--- config.mk ---
export PLATFORM = sky130hd
export DESIGN_NAME = axi4_ram_bridge
export DESIGN_NICKNAME = d
export VERILOG_FILES = /design/src/rtl/axi4_ram_bridge.sv
export SDC_FILE = /design/constraint.sdc
export NUM_CORES = 1
export LEC_CHECK = 0
export ABC_AREA = 1
export CELL_PAD_IN_SITES_DETAIL_PLACEMENT = 0
export CELL_PAD_IN_SITES_GLOBAL_PLACEMENT = 1
export CORE_AREA = 2 2 248 250
export CTS_CLUSTER_DIAMETER = 80
export DETAILED_ROUTE_END_ITERATION = 8
export DIE_AREA = 0 0 250 252
export GPL_ROUTABILITY_DRIVEN = 0
export HOLD_SLACK_MARGIN = 0.02
export PLACE_DENSITY = 0.63
export SYNTH_ARGS = -nofsm -noshare
export SYNTH_HDL_FRONTEND = slang
export SYNTH_SLANG_ARGS = --single-unit
--- constraint.sdc ---
create_clock -name clock -period 6.6 [get_ports clock]
set_input_delay 1.32 -clock clock [delete_from_list [all_inputs] [get_ports clock]]
set_output_delay 1.32 -clock clock [all_outputs]
set_load 0.005 [all_outputs]
--- src/rtl/axi4_ram_bridge.sv ---
// AXI4 slave bridging burst transactions onto a word-indexed RAM helper port.
// One transaction at a time; alternating grant when reads and writes collide.
module axi4_ram_bridge #(
  parameter logic [63:0] MEM_BASE = 64'h8000_0000,
  parameter logic [63:0] MEM_SIZE = 64'h8000_0000,
  parameter int unsigned ID_W     = 4
) (
  input  logic            clock,
  input  logic            reset,

  input  logic            aw_valid,
  output logic            aw_ready,
  input  logic [63:0]     aw_addr,
  input  logic [ID_W-1:0] aw_id,
  input  logic [7:0]      aw_len,
  input  logic [2:0]      aw_size,
  input  logic [1:0]      aw_burst,

  input  logic            w_valid,
  output logic            w_ready,
  input  logic [63:0]     w_data,
  input  logic [7:0]      w_strb,
  input  logic            w_last,

  output logic            b_valid,
  input  logic            b_ready,
  output logic [ID_W-1:0] b_id,
  output logic [1:0]      b_resp,

  input  logic            ar_valid,
  output logic            ar_ready,
  input  logic [63:0]     ar_addr,
  input  logic [ID_W-1:0] ar_id,
  input  logic [7:0]      ar_len,
  input  logic [2:0]      ar_size,
  input  logic [1:0]      ar_burst,

  output logic            r_valid,
  input  logic            r_ready,
  output logic [63:0]     r_data,
  output logic [ID_W-1:0] r_id,
  output logic [1:0]      r_resp,
  output logic            r_last,

  output logic [63:0]     ram_rIdx,
  input  logic [63:0]     ram_rdata,
  output logic [63:0]     ram_wIdx,
  output logic [63:0]     ram_wdata,
  output logic [63:0]     ram_wmask,
  output logic            ram_wen
);

  localparam logic [1:0] RespOkay   = 2'b00;
  localparam logic [1:0] RespSlverr = 2'b10;
  localparam logic [1:0] RespDecerr = 2'b11;

  typedef enum logic [1:0] {StIdle, StRd, StWrData, StWrResp} state_e;

  state_e          state_q, state_d;
  logic [ID_W-1:0] id_q, id_d;
  logic [7:0]      len_q, len_d;
  logic [1:0]      burst_q, burst_d;
  logic [7:0]      cnt_q, cnt_d;
  logic [63:0]     idx_q, idx_d;
  logic            err_q, err_d;
  logic            slverr_q, slverr_d;
  logic            last_wr_q, last_wr_d;

  logic            grant_rd, grant_wr;
  logic [63:0]     sel_addr, sel_off;
  logic            sel_err;

  // Transfer size is fixed at one 64-bit word per beat.
  logic unused_size;
  assign unused_size = ^{ar_size, aw_size};

  function automatic logic [63:0] next_idx(input logic [63:0] idx, input logic [1:0] burst,
                                           input logic [7:0] len);
    logic [63:0] len_w;
    len_w = {56'd0, len};
    case (burst)
      2'b00:   return idx;
      2'b10:   return (idx & ~len_w) | ((idx + 64'd1) & len_w);
      default: return idx + 64'd1;
    endcase
  endfunction

  // Read wins a collision unless it also won the previous one.
  assign grant_rd = ar_valid && (!aw_valid || last_wr_q);
  assign grant_wr = aw_valid && (!ar_valid || !last_wr_q);

  assign sel_addr = grant_rd ? ar_addr : aw_addr;
  assign sel_off  = sel_addr - MEM_BASE;
  assign sel_err  = (sel_addr < MEM_BASE) || (sel_off >= MEM_SIZE);

  always_comb begin
    state_d   = state_q;
    id_d      = id_q;
    len_d     = len_q;
    burst_d   = burst_q;
    cnt_d     = cnt_q;
    idx_d     = idx_q;
    err_d     = err_q;
    slverr_d  = slverr_q;
    last_wr_d = last_wr_q;

    ar_ready  = 1'b0;
    aw_ready  = 1'b0;
    w_ready   = 1'b0;
    b_valid   = 1'b0;
    b_id      = '0;
    b_resp    = RespOkay;
    r_valid   = 1'b0;
    r_data    = '0;
    r_id      = '0;
    r_resp    = RespOkay;
    r_last    = 1'b0;
    ram_rIdx  = '0;
    ram_wIdx  = '0;
    ram_wen   = 1'b0;
    ram_wdata = w_data;
    ram_wmask = '0;
    for (int k = 0; k < 8; k++) begin
      ram_wmask[8*k +: 8] = {8{w_strb[k]}};
    end

    case (state_q)
      StIdle: begin
        ar_ready = grant_rd;
        aw_ready = grant_wr;
        if (grant_rd || grant_wr) begin
          id_d      = grant_rd ? ar_id : aw_id;
          len_d     = grant_rd ? ar_len : aw_len;
          cnt_d     = grant_rd ? ar_len : aw_len;
          burst_d   = grant_rd ? ar_burst : aw_burst;
          idx_d     = sel_off >> 3;
          err_d     = sel_err;
          last_wr_d = grant_wr;
          state_d   = grant_rd ? StRd : StWrData;
        end
      end
      StRd: begin
        r_valid  = 1'b1;
        ram_rIdx = idx_q;
        r_data   = err_q ? '0 : ram_rdata;
        r_resp   = err_q ? RespDecerr : RespOkay;
        r_id     = id_q;
        r_last   = (cnt_q == 8'd0);
        if (r_ready) begin
          if (cnt_q == 8'd0) begin
            state_d = StIdle;
          end else begin
            cnt_d = cnt_q - 8'd1;
            idx_d = next_idx(idx_q, burst_q, len_q);
          end
        end
      end
      StWrData: begin
        w_ready  = 1'b1;
        ram_wIdx = idx_q;
        ram_wen  = w_valid && !err_q;
        if (w_valid) begin
          if (w_last != (cnt_q == 8'd0)) slverr_d = 1'b1;
          cnt_d = cnt_q - 8'd1;
          idx_d = next_idx(idx_q, burst_q, len_q);
          // Beat count, not w_last, terminates the burst.
          if (cnt_q == 8'd0) state_d = StWrResp;
        end
      end
      StWrResp: begin
        b_valid = 1'b1;
        b_id    = id_q;
        b_resp  = err_q ? RespDecerr : (slverr_q ? RespSlverr : RespOkay);
        if (b_ready) begin
          state_d  = StIdle;
          slverr_d = 1'b0;
        end
      end
      default: state_d = StIdle;
    endcase

    // Quiesce every handshake and RAM strobe while reset is held.
    if (reset) begin
      ar_ready = 1'b0;
      aw_ready = 1'b0;
      w_ready  = 1'b0;
      b_valid  = 1'b0;
      b_id     = '0;
      b_resp   = RespOkay;
      r_valid  = 1'b0;
      r_data   = '0;
      r_id     = '0;
      r_resp   = RespOkay;
      r_last   = 1'b0;
      ram_rIdx = '0;
      ram_wIdx = '0;
      ram_wen  = 1'b0;
    end
  end

  always_ff @(posedge clock) begin
    if (reset) begin
      state_q   <= StIdle;
      id_q      <= '0;
      len_q     <= '0;
      burst_q   <= '0;
      cnt_q     <= '0;
      idx_q     <= '0;
      err_q     <= 1'b0;
      slverr_q  <= 1'b0;
      last_wr_q <= 1'b1;
    end else begin
      state_q   <= state_d;
      id_q      <= id_d;
      len_q     <= len_d;
      burst_q   <= burst_d;
      cnt_q     <= cnt_d;
      idx_q     <= idx_d;
      err_q     <= err_d;
      slverr_q  <= slverr_d;
      last_wr_q <= last_wr_d;
    end
  end

endmodule

Yosys cells after proc, flatten, opt, wreduce, memory -nomap -nowiden --
Index checks and enable logic that the tools add are counted. W data, S select, Z words.
Storage, ports and cells: bits in registers 91, bits of input ports 306, word-level logic and storage cells 110
Operators by class: add/sub/neg operators 3, multiplexer cells 59, reductions and logical operators 20, bitwise operators 4, equality and inequality tests 13, magnitude comparators 2
Operators by type and width (number):
- $mux W64 | 12
- $pmux W64 S3 | 1
- $pmux W64 S2 | 1
- $add A64 B1 Y64 const B | 1
- $and A64 B64 Y64 | 1
- $and A64 B8 Y64 | 1
- $ge A64 B32 Y1 const B | 1
- $lt A64 B32 Y1 const B | 1
- $not A8 Y64 | 1
- $or A64 B64 Y64 | 1
- $sub A64 B32 Y64 const B | 1
- $mux W8 | 5
- $mux W2 | 15
- $pmux W8 S3 | 1
- $mux W4 | 5
- $mux W1 | 17
- $ne A2 B2 Y1 const B | 8
- $logic_not A8 Y1 | 1
- $pmux W2 S4 | 1
- $sub A8 B1 Y8 const B | 1
- $eq A2 B2 Y1 const B | 3
- $reduce_and A6 Y1 | 1
- $reduce_and A5 Y1 | 1
- $logic_not A1 Y1 | 4
- other kinds (10) | 16

Depth between registers and ports, before layout --
Gate-level depths: netlist of run 1.
depth after elaboration 7, mapped depth 20, gate-level depth less buffers 19

Least setup slack after synthesis of run 1 --
No wires, ideal clock.
path type input port to output port, start point in reset, end point out r_resp[1], data required time 5.280 ns, path slack 2.949 ns, path buffers 3, cell stages on the path 6, data arrival time 2.331 ns, cells stage by stage clkbuf_1 > nor2_1 > inv_2 > clkbuf_1 > nor2_1 > buf_4
On the way: longest elaborated chain between the ends 1
RTL lines:
- from (decl) | line 9 | input logic reset,
- $mux W2 | line 183 | if (reset) begin
- to (decl) | line 42 | output logic [1:0] r_resp,
No other way between the ends.

Worst setup path in the final report of run 1 --
start point in reset, end point out r_data[23]
On the way: longest elaborated chain between the ends 1
RTL lines:
- $mux W64 | line 183
- to (decl) | line 40 | output logic [63:0] r_data,
No other way between the ends.

==> metrics.txt, run 1 <==
# TYPE chip_impl_metric gauge
chip_impl_metric{name="pwr_density_cell",unit="nW/um2"} 282
chip_impl_metric{name="final_period_minus_worst_setup_slack",unit="ps"} 5370
chip_impl_metric{name="detailed_place_hpwl",unit="mm"} 49.0
chip_impl_metric{name="route.met3.wl",unit="mm"} 3.55
chip_impl_metric{name="detail-route-antenna-nets",unit=""} 0
chip_impl_metric{name="ctsHoldBuffers",unit=""} 0
chip_impl_metric{name="worst_setup_hold_path_clk_slew",unit="ps"} 70
chip_impl_metric{name="first_global_vias",unit=""} 13100
chip_impl_metric{name="preCtsSetupSlack",unit="ps"} 1270
chip_impl_metric{name="clock_latency_of_the_later_clocked_register_in_the_worst_skew_pair",unit="ps"} 380
chip_impl_metric{name="fp.coreArea",unit="um2"} 60100
chip_impl_info{name="worstPathCellList",value="clkdlybuf4s50_1, buf_4, nor2_1, nand2_2, nor2_1, clkdlybuf4s50_1"} 1
chip_impl_info{name="cpMaxStageDelayCell",value="sky130_fd_sc_hd__nand2_2"} 1
chip_impl_metric{name="drt_drc_violations_left",unit=""} 0
chip_impl_metric{name="max-vdd-ir-drop",unit="mV"} 0.152
chip_impl_info{name="hold_class",value="reg2reg"} 1
chip_impl_metric{name="min_path_cells",unit=""} 2
chip_impl_info{name="setup.worst_path.start",value="reset"} 1
chip_impl_info{name="ys_dominant_reg_cell",value="sky130_fd_sc_hd__dfxtp_1"} 1
chip_impl_metric{name="max_freq",unit="MHz"} 186
chip_impl_metric{name="grt_antenna_before_repair",unit=""} 0
chip_impl_metric{name="floorplan.die.height",unit="um"} 252
chip_impl_metric{name="clock_sinks",unit=""} 91
chip_impl_metric{name="met2WireLength",unit="mm"} 27.4
chip_impl_metric{name="cts.path.max_buffers",unit=""} 2
chip_impl_metric{name="drtIter0Drc",unit=""} 1156
chip_impl_metric{name="tns",unit="ps"} 0
chip_impl_metric{name="row_count",unit=""} 90
chip_impl_metric{name="areaGrowthSynthToFinish",unit="%"} 39.8
chip_impl_metric{name="num_antenna_cells",unit=""} 0
chip_impl_metric{name="synth_top_cell_area_share",unit="%"} 16.4
chip_impl_metric{name="timing.max_slew.rel_slack",unit="%"} 18.6
chip_impl_metric{name="vias_per_cell",unit=""} 4.48
chip_impl_metric{name="synth.yosys.warnings",unit=""} 0
chip_impl_info{name="crit-reg2reg-launch",value="state_q[1]$_SDFFE_PP0P_"} 1
chip_impl_metric{name="max_cap_violations",unit=""} 0
chip_impl_metric{name="arrival",unit="ps"} 4050
chip_impl_info{name="timing.hold.worst.start",value="cnt_q[7]$_SDFFE_PP0P_"} 1
chip_impl_metric{name="final_critical_path_setup_slack",unit="ps"} 1230
chip_impl_metric{name="global_route.overflow_total",unit=""} 0
chip_impl_metric{name="synth_async_sr_flop_share",unit="%"} 0
chip_impl_info{name="run_status",value="finished clean"} 1
chip_impl_metric{name="min_period_over_period",unit="%"} 81.3
chip_impl_metric{name="grt.total_usage",unit="%"} 18.0
chip_impl_metric{name="route.layer.met1.wl",unit="mm"} 27.8
chip_impl_metric{name="netlist_instances",unit=""} 2058
chip_impl_info{name="setup.worst_path.start_class",value="primary input"} 1
chip_impl_metric{name="detail_route.first_pass.iterations",unit=""} 5
chip_impl_info{name="post-synth-top-count-cell",value="sky130_fd_sc_hd__nand2_1"} 1
chip_impl_metric{name="design.die.area",unit="um2"} 63000
chip_impl_info{name="grt_setup_unrepaired",value="false"} 1
chip_impl_metric{name="detail_route.wirelength",unit="mm"} 59.7
chip_impl_metric{name="ys_seq_elements",unit=""} 91
chip_impl_metric{name="grt_max_degree",unit=""} 65
chip_impl_info{name="netlist.top_cell.by_area",value="sky130_fd_sc_hd__dfxtp_1"} 1
chip_impl_metric{name="via_count",unit=""} 13900
chip_impl_metric{name="cts_buffers",unit=""} 9
chip_impl_metric{name="syn_avg_cell_area",unit="um2"} 5.39
chip_impl_info{name="maxUsedRoutingLayer",value="met4"} 1
chip_impl_info{name="root_buffer",value="sky130_fd_sc_hd__clkbuf_16"} 1
chip_impl_metric{name="max_slew.worst_pin.slew",unit="ps"} 1220
chip_impl_info{name="tritoncts",value="done"} 1
chip_impl_metric{name="synth_seq_area_share",unit="%"} 16.4
chip_impl_metric{name="io_buffer_count",unit=""} 432
chip_impl_metric{name="cp_max_fo",unit=""} 64
chip_impl_metric{name="net_count_after_synthesis",unit=""} 2373
chip_impl_metric{name="critical_path_buffer_and_inverter_count",unit=""} 3
chip_impl_metric{name="ctsResizeCount",unit=""} 0
chip_impl_info{name="end_kind",value="output pin"} 1
chip_impl_metric{name="critical_path.max_stage_delay",unit="ps"} 680
chip_impl_metric{name="fillerInstances",unit=""} 6861
chip_impl_metric{name="final.setup_skew",unit="ps"} 16.7
chip_impl_metric{name="total_leakage_power",unit="nW"} 6.45
chip_impl_metric{name="number_of_cells_on_the_worst_reg_to_reg_path",unit=""} 10
chip_impl_metric{name="mappedNetlistArea",unit="um2"} 11100
chip_impl_metric{name="post-cts-setup-buffer-count",unit=""} 0
chip_impl_metric{name="initial_core_util",unit="%"} 18.5
chip_impl_metric{name="wp_depth",unit=""} 6
chip_impl_metric{name="layout-drive-gt1-share",unit="%"} 3.89
chip_impl_metric{name="htree_levels",unit=""} 3
chip_impl_metric{name="die_width",unit="um"} 250
chip_impl_metric{name="grt_pass1_wl",unit="mm"} 85.6
chip_impl_metric{name="routedWlPerCell",unit="um"} 19.3
chip_impl_metric{name="num-nets-final",unit=""} 2623
chip_impl_metric{name="post_synth_num_cell_types",unit=""} 46
chip_impl_info{name="synth_common_cells",value="sky130_fd_sc_hd__nand2_1 (485), sky130_fd_sc_hd__nor2_1 (376), sky130_fd_sc_hd__inv_1 (302), sky130_fd_sc_hd__nand3_1 (142), sky130_fd_sc_hd__buf_4 (133)"} 1
chip_impl_metric{name="synth-edff-count",unit=""} 0
chip_impl_info{name="synth_top_cells_by_area",value="sky130_fd_sc_hd__dfxtp_1 (16%), sky130_fd_sc_hd__nand2_1 (16%), sky130_fd_sc_hd__nor2_1 (13%)"} 1
chip_impl_metric{name="final_hold_violation_count",unit=""} 0
chip_impl_metric{name="number_of_top_level_pins",unit=""} 645
chip_impl_info{name="cp_top_family",value="buffers and inverters"} 1
chip_impl_metric{name="final-setup-viol-count",unit=""} 0
chip_impl_info{name="critical_path_type",value="in2out"} 1
chip_impl_metric{name="cp_data_required_time",unit="ps"} 5280
chip_impl_metric{name="slew_viol_final",unit=""} 0
## metrics by stage
stage	cell area, um2	hold slack (ps)	utilization [%]	std cells	total power, mW
2_1_floorplan	11100	430	-	2058	2.65
3_3_place_gp	15200	453	25.3	3079	3.80
5_1_grt	15500	504	25.8	3095	4.75
6_report	15500	472	25.8	3095	4.37
4_1_cts	15500	473	25.8	3095	4.42
3_5_place_dp	15200	462	25.3	3079	3.82
## worst reg2reg max path, delay by kind of cell (launching register included)
kind | cells | cell delay [ps]
adder cells (fa/ha/maj) | 1 | 280
AND/OR/NAND/NOR | 1 | 210
buffers and inverters | 5 | 1810
flip-flops | 1 | 420
AO/OA/AOI/OAI | 3 | 590
## cell type report
class / instances / area, um2 / area share [%]
multi-input cells: 1444 / 6750 / 43.5
clock buffers: 12 / 256 / 1.65
clock inverters: 4 / 48.8 / 0.315
repair buffers: 452 / 4490 / 28.9
flip-flops and latches: 91 / 1820 / 11.7
well taps: 782 / 978 / 6.31
inverters: 310 / 1160 / 7.51
## sequential cells by signal, indices dropped and copies added (netlist names), 2 cells and up, named ones only
register / cells
cnt_q: 8
len_q: 8
state_q: 2
idx_q: 57
id_q: 4
burst_q: 2
## cells in the final DEF (no fill, tap or decap), types with 4 or more instances in the layout
cell	instances
sky130_fd_sc_hd__nand3b_1	13
sky130_fd_sc_hd__inv_1	299
sky130_fd_sc_hd__or2_2	4
sky130_fd_sc_hd__nor2_1	375
sky130_fd_sc_hd__clkdlybuf4s50_1	432
sky130_fd_sc_hd__nor3_1	44
sky130_fd_sc_hd__nand4_1	44
sky130_fd_sc_hd__a31oi_1	36
sky130_fd_sc_hd__nand3_1	142
sky130_fd_sc_hd__dfxtp_1	91
sky130_fd_sc_hd__o21bai_1	17
sky130_fd_sc_hd__nand2_2	11
sky130_fd_sc_hd__buf_4	19
sky130_fd_sc_hd__nor2_2	13
sky130_fd_sc_hd__nor4_1	7
sky130_fd_sc_hd__o21ai_0	105
sky130_fd_sc_hd__nand2_1	484
sky130_fd_sc_hd__nor2_4	7
sky130_fd_sc_hd__ha_1	9
sky130_fd_sc_hd__o221ai_1	5
sky130_fd_sc_hd__a21oi_1	51
sky130_fd_sc_hd__o211ai_1	33
sky130_fd_sc_hd__inv_2	9
sky130_fd_sc_hd__xor2_1	5
sky130_fd_sc_hd__clkbuf_16	9
sky130_fd_sc_hd__o22ai_1	7
## worst paths after layout
kind / end / slack, ps
worst max-delay path: r_data[23] / 1230
worst min register to register: cnt_q[7]$_SDFFE_PP0P_ / 470
worst min-delay path: cnt_q[7]$_SDFFE_PP0P_ / 470
worst max register to register: idx_q[10]$_SDFFE_PP0P_ / 3210
## power by group
group	internal [mW]	switching (mW)	leakage (nW)	total (mW)
Clock	0.315	0.263	0.153	0.578
Combinational	0.930	1.87	5.54	2.80
Sequential	0.760	0.231	0.755	0.991
## layer usage
layer	GRT usage, %	up-vias
met4	4.00	0
li1	-	6883
met1	24.9	6394
met2	29.1	531
met5	0	-
met3	3.19	54
## kinds of logic (layout without fill, tap and decap cells)
| kind of cell | count (synthesis) | after routing | share of synthesized area (%) |
|---|---|---|---|
| muxes | 2 | 2 | 0.180 |
| adders and majority gates | 9 | 9 | 1.01 |
| xor gates and xnor gates | 7 | 7 | 0.552 |
| and+or+nand+nor | 1155 | 1155 | 44.6 |
| buffers and inverters | 523 | 778 | 22.8 |
| AOI/OAI and AO/OA | 271 | 271 | 14.4 |
| DFF | 91 | 91 | 16.4 |
Power figures use the tool's default switching activity.
==> inputs of run 2 (changes only) <==
--- a/config.mk
+++ b/config.mk
@@ -8,13 +8,13 @@
 export ABC_AREA = 1
 export CELL_PAD_IN_SITES_DETAIL_PLACEMENT = 0
 export CELL_PAD_IN_SITES_GLOBAL_PLACEMENT = 1
-export CORE_AREA = 2 2 248 250
+export CORE_AREA = 2 2 253 255
 export CTS_CLUSTER_DIAMETER = 80
 export DETAILED_ROUTE_END_ITERATION = 8
-export DIE_AREA = 0 0 250 252
+export DIE_AREA = 0 0 255 257
 export GPL_ROUTABILITY_DRIVEN = 0
 export HOLD_SLACK_MARGIN = 0.02
-export PLACE_DENSITY = 0.63
+export PLACE_DENSITY = 0.61
 export SYNTH_ARGS = -nofsm -noshare
 export SYNTH_HDL_FRONTEND = slang
 export SYNTH_SLANG_ARGS = --single-unit
==> constraint.sdc (replaced) <==
create_clock -name clock -period 5.4 [get_ports clock]
set_input_delay 1.08 -clock clock [delete_from_list [all_inputs] [get_ports clock]]
set_output_delay 1.08 -clock clock [all_outputs]
set_load 0.005 [all_outputs]
==> run 2 against run 1 <==
Register-to-register slack got worse by 1100 ps. Core utilization fell by 0.78 points. Cell area rose by 1.2%. Critical path depth did not move. Routed wire length rose by 1.3%. Largest power group unchanged. Combinational power rose by 26%. Sequential cell count did not move. Highest routed layer is now met5. First-iteration DRC count fell by 12%. Via count rose by 0.42%. Sequential share of layout area fell by 0.13 points. Die area rose by 4.0%. Non-clock buffer count rose by 4.
==> metrics.txt, run 2 (synthesis gave the netlist of run 1 again) <==
# TYPE chip_impl_metric gauge
chip_impl_metric{name="min_period_over_period",unit="%"} 77.6
chip_impl_metric{name="postLayoutCellArea",unit="um2"} 15700
chip_impl_metric{name="post-cts-setup-buffer-count",unit=""} 0
chip_impl_metric{name="max_freq",unit="MHz"} 239
chip_impl_metric{name="ctsHoldBuffers",unit=""} 0
chip_impl_info{name="setup.worst_path.start_class",value="primary input"} 1
chip_impl_metric{name="largest_register_ffs",unit=""} 57
chip_impl_metric{name="internal_power",unit="mW"} 2.55
chip_impl_metric{name="number_of_top_level_pins",unit=""} 645
chip_impl_metric{name="ctsResizeCount",unit=""} 0
chip_impl_metric{name="tns",unit="ps"} 0
chip_impl_metric{name="max-vdd-ir-drop",unit="mV"} 0.219
chip_impl_metric{name="rrSetupSlack",unit="ps"} 2100
chip_impl_metric{name="row_count",unit=""} 92
chip_impl_metric{name="drtIter0Drc",unit=""} 1022
chip_impl_metric{name="die_width",unit="um"} 255
chip_impl_metric{name="detail_route.first_pass.iterations",unit=""} 6
chip_impl_metric{name="power.sequential.fraction",unit="%"} 22.0
chip_impl_metric{name="final_period_minus_worst_setup_slack",unit="ps"} 4190
chip_impl_metric{name="via_count",unit=""} 13900
chip_impl_metric{name="first_global_vias",unit=""} 13300
chip_impl_metric{name="cts.path.max_buffers",unit=""} 2
chip_impl_metric{name="grt_max_degree",unit=""} 66
chip_impl_info{name="critical_path.reg2reg.endpoint",value="idx_q[10]$_SDFFE_PP0P_"} 1
chip_impl_metric{name="grt_util_met3",unit="%"} 3.22
chip_impl_metric{name="grt_pass1_wl",unit="mm"} 87.3
chip_impl_metric{name="grt_antenna_before_repair",unit=""} 1
chip_impl_metric{name="groute.layer.met2.usage",unit="%"} 27.9
chip_impl_info{name="critical_path_type",value="in2out"} 1
chip_impl_metric{name="routedWlPerCell",unit="um"} 19.1
chip_impl_metric{name="io_buffer_count",unit=""} 432
chip_impl_metric{name="htree_levels",unit=""} 3
chip_impl_metric{name="max_slew.worst_pin.slew",unit="ps"} 978
chip_impl_info{name="largest_register",value="idx_q"} 1
chip_impl_metric{name="detail-route-antenna-nets",unit=""} 0
chip_impl_metric{name="detail_route.wirelength",unit="mm"} 60.5
chip_impl_info{name="run_status",value="finished clean"} 1
chip_impl_metric{name="final_hold_violation_count",unit=""} 0
chip_impl_info{name="crit-reg2reg-launch",value="state_q[0]$_SDFFE_PP0P_"} 1
chip_impl_metric{name="cp_max_fo",unit=""} 43
chip_impl_metric{name="final.setup_skew",unit="ps"} 9.89
chip_impl_info{name="mostFrequentLayoutCell",value="sky130_fd_sc_hd__nand2_1"} 1
chip_impl_metric{name="max_cap_violations",unit=""} 0
chip_impl_metric{name="post_layout_power",unit="mW"} 5.48
chip_impl_metric{name="num-nets-final",unit=""} 2627
chip_impl_metric{name="areaGrowthSynthToFinish",unit="%"} 41.4
chip_impl_metric{name="switchingPower",unit="mW"} 2.93
chip_impl_metric{name="total_leakage_power",unit="nW"} 6.50
chip_impl_info{name="timing.hold.worst.start",value="idx_q[63]$_SDFFE_PP0P_"} 1
chip_impl_info{name="highest_count_cells_in_the_layout_ignoring_fill_and_taps",value="sky130_fd_sc_hd__nand2_1 (484), sky130_fd_sc_hd__clkdlybuf4s50_1 (432), sky130_fd_sc_hd__nor2_1 (375)"} 1
chip_impl_metric{name="number_of_cells_on_the_worst_reg_to_reg_path",unit=""} 10
chip_impl_metric{name="floorplan.die.height",unit="um"} 257
chip_impl_info{name="layout_top_registers",value="idx_q (57), cnt_q (8), len_q (8)"} 1
chip_impl_info{name="hold_class",value="reg2reg"} 1
chip_impl_metric{name="preCtsSetupSlack",unit="ps"} 990
chip_impl_metric{name="netSwitchingFraction",unit="%"} 53.4
chip_impl_metric{name="cts_buffers",unit=""} 9
chip_impl_metric{name="design.die.area",unit="um2"} 65500
chip_impl_metric{name="combPwrFrac",unit="%"} 64.3
chip_impl_info{name="grt_setup_unrepaired",value="false"} 1
chip_impl_metric{name="cp_data_required_time",unit="ps"} 4320
chip_impl_metric{name="global_route.overflow_total",unit=""} 0
chip_impl_metric{name="worst_setup_hold_path_clk_slew",unit="ps"} 80
chip_impl_metric{name="timing.max_slew.rel_slack",unit="%"} 34.3
chip_impl_metric{name="min_path_cells",unit=""} 2
chip_impl_metric{name="dpl-instance-area",unit="um2"} 15400
chip_impl_metric{name="slew_viol_final",unit=""} 0
chip_impl_metric{name="grt.total_usage",unit="%"} 17.8
chip_impl_metric{name="layout-drive-gt1-share",unit="%"} 4.06
chip_impl_info{name="top_usage_layer",value="met2"} 1
chip_impl_info{name="end_kind",value="output pin"} 1
chip_impl_metric{name="gr-usage-met1",unit="%"} 24.8
chip_impl_info{name="hold_end",value="idx_q[63]$_SDFFE_PP0P_"} 1
chip_impl_metric{name="final_critical_path_setup_slack",unit="ps"} 1210
chip_impl_info{name="tritoncts",value="done"} 1
chip_impl_metric{name="clock_latency_of_the_later_clocked_register_in_the_worst_skew_pair",unit="ps"} 370
chip_impl_metric{name="num_antenna_cells",unit=""} 0
chip_impl_metric{name="arrival",unit="ps"} 3110
chip_impl_metric{name="clock_sinks",unit=""} 91
chip_impl_metric{name="pwr_density_cell",unit="nW/um2"} 349
chip_impl_metric{name="initial_core_util",unit="%"} 17.7
chip_impl_metric{name="vias_per_cell",unit=""} 4.40
chip_impl_metric{name="fp.coreArea",unit="um2"} 62700
chip_impl_metric{name="final-setup-viol-count",unit=""} 0
chip_impl_metric{name="detailed_place_hpwl",unit="mm"} 49.9
chip_impl_metric{name="clock_power_share",unit="%"} 13.7
chip_impl_metric{name="drt_drc_violations_left",unit=""} 0
chip_impl_info{name="root_buffer",value="sky130_fd_sc_hd__clkbuf_16"} 1
run 2: worst max path at each step:
stage / start / end / slack (ps) / cells past startpoint
after CTS: ar_valid / ar_ready / 1180 / 6
final: ar_valid / ar_ready / 1210 / 6
after global placement: ar_valid / err_q$_SDFFE_PP0P_ / 1020 / 19
after detailed placement: ar_valid / err_q$_SDFFE_PP0P_ / 990 / 19
after floorplan: reset / r_resp[1] / 2230 / 6
after global routing: ar_valid / ar_ready / 1060 / 6
run 2: metal layers:
layer	vias up	share of wire, %
met5	-	0.071
met4	2	2.6
met3	99	6.0
met2	522	44
met1	6396	47
li1	6901	-
run 2: final cells by class:
| cell class | count | area (um2) |
|---|---|---|
| inverter | 310 | 1160 |
| clock buffer | 11 | 253 |
| clock inverter | 4 | 73.8 |
| tap | 846 | 1060 |
| multi-input combinational | 1444 | 6750 |
| timing repair buffer | 456 | 4570 |
| sequential | 91 | 1820 |
| fill | 7166 | 47000 |
run 2: stage by stage:
| step | std cells | hold slack (ps) | utilization, % |
|---|---|---|---|
| 2_1_floorplan | 2058 | 430 | - |
| 3_3_place_gp | 3147 | 452 | 24.5 |
| 3_5_place_dp | 3147 | 457 | 24.5 |
| 4_1_cts | 3162 | 469 | 25.0 |
| 5_1_grt | 3162 | 489 | 25.0 |
| 6_report | 3162 | 469 | 25.0 |
run 2: power by group through the flow:
stage / logic, mW / clock network (mW) / registers (mW)
after floorplan: 2.12 / 0 / 1.12
after global placement: 3.52 / 0 / 1.21
after detailed placement: 3.56 / 0 / 1.21
after CTS: 3.57 / 0.771 / 1.20
after global routing: 3.94 / 0.798 / 1.24
final: 3.52 / 0.751 / 1.21
run 2: worst max-delay path: stages:
cell,delay (ps)
sky130_fd_sc_hd__clkdlybuf4s50_1,730
sky130_fd_sc_hd__nand2_8,210
sky130_fd_sc_hd__nand2_8,280
sky130_fd_sc_hd__nand2_1,150
sky130_fd_sc_hd__nor2_1,130
sky130_fd_sc_hd__clkdlybuf4s50_1,520
==> edit 1, RTL diff (config.mk and constraints of run 1) <==
Set the parameter `ID_W` to 3 (it was 4).
--- a/src/rtl/axi4_ram_bridge.sv
+++ b/src/rtl/axi4_ram_bridge.sv
@@ -3,7 +3,7 @@
 module axi4_ram_bridge #(
   parameter logic [63:0] MEM_BASE = 64'h8000_0000,
   parameter logic [63:0] MEM_SIZE = 64'h8000_0000,
-  parameter int unsigned ID_W     = 4
+  parameter int unsigned ID_W     = 3
 ) (
   input  logic            clock,
   input  logic            reset,
Ports: changed (resized ar_id, aw_id, b_id and r_id); port bits go from 645 to 641. The function was not compared with the original's and may differ.
==> edit 1 against run 1 <==
Clock power increased by 4.8%. First-iteration DRC count decreased by 24%. Sequential power increased by 0.6%. Final area decreased by 1.4%. Utilization decreased by 0.36 points. Critical path depth decreased by 1. Maximum frequency increased by 5.1%. Largest cell class unchanged. Sequential cell count decreased by 1. Routed wire length decreased by 6.2%. Global-route usage decreased by 0.98 points. Total power decreased by 1.4%. Critical path type unchanged. Synthesized area decreased by 1.5%. Worst setup slack improved by 260 ps.
==> edit 1: results (changes against run 1) <==
Final layout:
- The number of nets in the finished design is 2563 (-2.3%).
- The sequential cell area share was 0.118 (+0.000334).
- The portion of the layout cell area used by non-clock buffers is 0.288 (-0.000861).
- The total area of multi-input combinational cells is 6600 um^2 (-2.2%).
- The number of inserted filler cells in the final layout is 6915 (+0.79%).
- The proportion of cell area spent on the clock network is 0.0216 (+0.00191).
- The multi-input combinational cell count is 1392 (-3.6%).
- The fraction of the core area covered by cells at the end of the flow is 0.254 (-0.00356).

Synth:
- The proportion of netlist area held by the largest area contributor is 0.165 (+0.000630).
- The proportion of synthesized chip area in sequential cells is 0.165 (+0.000630).
- Ranked by total cell area, the synthesized netlist is headed by sky130_fd_sc_hd__dfxtp_1 (16%), sky130_fd_sc_hd__nand2_1 (15%), sky130_fd_sc_hd__nor2_1 (12%).
- By count the netlist is led by sky130_fd_sc_hd__nand2_1 (431), sky130_fd_sc_hd__nor2_1 (363), sky130_fd_sc_hd__inv_1 (304), sky130_fd_sc_hd__nand3_1 (143), sky130_fd_sc_hd__buf_4 (132).
- The synthesized net count is 2320 (-2.2%).
- The number of different library cells in the post-synthesis netlist came to 48 (+4.3%).

Setup path:
- The delay of the slowest cell on the worst path is 700 ps (+20 ps).
- On the critical path the largest part of the delay comes from simple AND/OR/NAND/NOR gates.
- The data arrival time at the worst-slack endpoint was 3790 ps (-260 ps).
- Following the worst setup path forward leads to its endpoint at r_data[5].

Power and ir drop:
- The power of the sequential group is 0.997 mW (+0.6%).
- The fraction of power consumed by the clock network came to 0.141 (+0.009).
- The internal power is 2.02 mW (+0.68%).
- The leakage power total is 6.40 nW (-0.74%).
- The maximum resistive drop on vdd was 0.225 mV (+48%).

STA:
- The worst relative slew slack is 0.186 (about the same).

GRT:
- The global-route wire length before repair was 81800 um (-4.4%).
- The global-route met2 utilization is 0.277 (-0.0140).

Routing:
- In this run the top signal layer used is met5.
- The via count normalized by instance count was 4.40 (-1.9%).
- The detailed-routing wirelength on met1 is 25400 um (-8.5%).
- The DRC marker count from the first detailed-route iteration is 875 (-24%).

Status:
- The run finished with clean final reports.

Placement:
- The total of buffers placed on input and output ports is 428 (-0.93%).
- The post-detailed-placement half-perimeter wirelength is 46200 um (-5.6%).

Clock network:
- The count of clock tree sinks is 90 (-1.1%).
[edit 1: cell count changes in the layout (fill, tap and decap cells not counted), sizes merged, moves of 4 or more]
cell,change
a21oi,+12
a31oi,-9
clkdlybuf4s50,-4
nand2,-48
nand4,-6
nor2,-12
o211ai,-12
o21ai,+4
xor2,+11
[edit 1: stage by stage]
| step | std cells | hold slack (ps) | total power [mW] |
|---|---|---|---|
| floorplan | 2007 | 470 | 2.65 |
| global placement | 3021 | 481 | 3.72 |
| detailed placement | 3021 | 498 | 3.75 |
| CTS | 3037 | 508 | 4.37 |
| global route | 3037 | 529 | 4.72 |
| finish | 3037 | 500 | 4.31 |
[edit 1: cell families after synthesis]
group,synth area share
AND/OR/NAND/NOR,0.430
flip-flops,0.165
adder cells (fa/ha/maj),0.0103
buffers and inverters,0.233
XOR/XNOR,0.0144
AO/OA/AOI/OAI,0.144
multiplexers,0.00366
==> edit 2, RTL diff (flow settings as in run 1) <==
Made on the original files. Make the reset (`reset`) asynchronous in one clocked block.
--- a/src/rtl/axi4_ram_bridge.sv
+++ b/src/rtl/axi4_ram_bridge.sv
@@ -198,7 +198,7 @@
     end
   end
 
-  always_ff @(posedge clock) begin
+  always_ff @(posedge clock or posedge reset) begin
     if (reset) begin
       state_q   <= StIdle;
       id_q      <= '0;
Function: no difference found for any inputs over 4 cycles, from zero or initial values and one cycle with reset high; that may be too few to reach the edited logic, so the function may still have changed.
==> edit 2 against run 1 <==
Synthesized area shrank 0.65%. Final area decreased by 0.67%. Routed wire length is 6.2% lower. Maximum frequency rose by 1.5%. Sequential share of layout area up 3.0 points. Total power rose by 17%. Synthesized cell count decreased by 3.8%. Utilization down 0.17 points. Clock skew is 0.86 ps higher. Sequential cell count stayed put. Worst setup slack gained 78 ps.
==> edit 2: results (changes against run 1) <==
Routing:
- The detailed-routing wirelength on met1 is 25200 um (-9.3%).
- The aggregate routed wire length is 56000 um (-6.2%).
- The DRC marker count from the first detailed-route iteration is 1148 (-0.69%).
- The via count normalized by instance count is 4.37 (-2.3%).
- The total met2 wirelength after detailed routing is 25800 um (-5.9%).
- The sum of met3 wire segment lengths after detailed routing is 4180 um (+18%).
- The top routing layer in use is met5.
- The first-pass iteration count of the detailed router was 5 (unchanged).
- The average detailed-routed wire length per instance was 18.5 um (-3.9%).

Synth:
- The proportion of synthesized chip area in sequential cells came to 0.207 (+0.0425).
- The fraction of registers with async set or reset after synthesis is 1.00 (+1.00).
- The total of warnings raised by yosys is 0 (unchanged).
- Sorting the synthesized cells by how often they occur yields sky130_fd_sc_hd__nand2_1 (462), sky130_fd_sc_hd__nor2_1 (422), sky130_fd_sc_hd__inv_1 (294), sky130_fd_sc_hd__buf_4 (133), sky130_fd_sc_hd__nand3_1 (129).
- The number of different library cells in the post-synthesis netlist is 48 (+4.3%).
- Yosys attributes the largest share of cell area to sky130_fd_sc_hd__dfrtp_1 (20%), sky130_fd_sc_hd__nand2_1 (16%), sky130_fd_sc_hd__nor2_1 (14%).
- The synthesized net count is 2296 (-3.2%).
- The post-synthesis average cell area is 5.57 um^2 (+3.3%).

Placement:
- The total instance count after detailed placement is 3003 (-2.5%).
- The post-detailed-placement half-perimeter wirelength is 46200 um (-5.7%).

STA:
- The maximum clock skew at final layout is 17.6 ps (+0.864 ps).

Hold path:
- In this run the most critical hold path is launched from idx_q[13].
- The terminating pin of the worst hold path is idx_q[13].

Setup path:
- Among all stages on the critical path, the largest delay is contributed by sky130_fd_sc_hd__clkdlybuf4s50_1.
- The reg-to-reg critical path startpoint is last_wr_q.
- The number of cells on the worst reg-to-reg path is 16 (+6).
- The endpoint identified for the worst register-to-register timing path is err_q.
- The delay of the slowest cell on the worst path is 1010 ps (+330 ps).
- The worst setup slack for register-to-register paths came to 3120 ps (-90 ps).
- The data arrival time at the worst-slack endpoint is 3970 ps (-80 ps).

Final layout:
- The number of nets in the finished design is 2548 (-2.9%).
- The layout cell share with drive strength beyond 1 came to 0.0358 (-0.00315).

GRT:
- The met3 track utilization from global routing is 0.0457 (+0.0138).
- The via count of the first global-routing pass was 12800 (-2.7%).
- The global-route met2 utilization is 0.279 (-0.0115).
- The aggregate global-route resource usage is 0.171 (-0.00888).
- The global-route wire length before repair is 81500 um (-4.8%).
- The global-route met1 utilization came to 0.227 (-0.0222).

Status:
- The flow ran to the end, and the final reports show no timing, DRC or antenna violations.

Power and ir drop:
- The internal power came to 2.29 mW (+14%).
- The leakage power total is 6.90 nW (+7.0%).
- The maximum resistive drop on vdd is 0.178 mV (+17%).
[edit 2: changes by cell type after synthesis, sizes merged, moves of 11 or more]
cell / change
o21ai: -12
nand4: -21
dfxtp: -91
nand3b: -12
nor2: +41
nand3: -16
o21bai: -11
dfrtp: +90
inv: -11
o211ai: -20
nand2: -26
a31oi: +11
[edit 2: cells by family after synthesis]
group / share of synthesized area
adders and majority gates: 0.0113
buffers and inverters: 0.223
and+or+nand+nor: 0.426
muxes: 0.000908
DFF: 0.207
AOI/OAI and AO/OA: 0.125
xor gates and xnor gates: 0.00715
[edit 2: power groups by stage]
stage / combinational, mW / clock, mW / sequential [mW]
6_report: 3.40 / 0.575 / 1.13
4_1_cts: 3.44 / 0.600 / 1.12
5_1_grt: 3.82 / 0.622 / 1.17
3_5_place_dp: 3.43 / 0 / 1.13
2_1_floorplan: 2.19 / 0 / 1.05
3_3_place_gp: 3.39 / 0 / 1.13
[edit 2: worst max path at each step]
stage               startpoint        end  depth (start not counted)
floorplan                reset  async pin                          1
global placement      ar_valid      err_q                         19
detailed placement    ar_valid      err_q                         17
CTS                   ar_valid   ar_ready                          6
global route          ar_valid   ar_ready                          6
finish                ar_valid   ar_ready                          6
[edit 2: metrics by stage]
step / hold slack [ps] / util / worst slack (ps)
finish: 528 / 0.256 / 1310
global route: 567 / 0.256 / 1120
CTS: 533 / 0.256 / 1290
detailed placement: 514 / 0.251 / 1140
global placement: 495 / 0.251 / 1180
floorplan: 474 / - / 2920
[edit 2: cell type report]
type,count,area (um^2)
Inverter,298,1120
Clock inverter,6,71.3
Timing Repair Buffer,445,4420
Fill cell,6853,44700
Sequential cell,91,2280
Multi-Input combinational cell,1387,6300
Clock buffer,10,229
Tap cell,782,978
Antenna cell,1,2.50
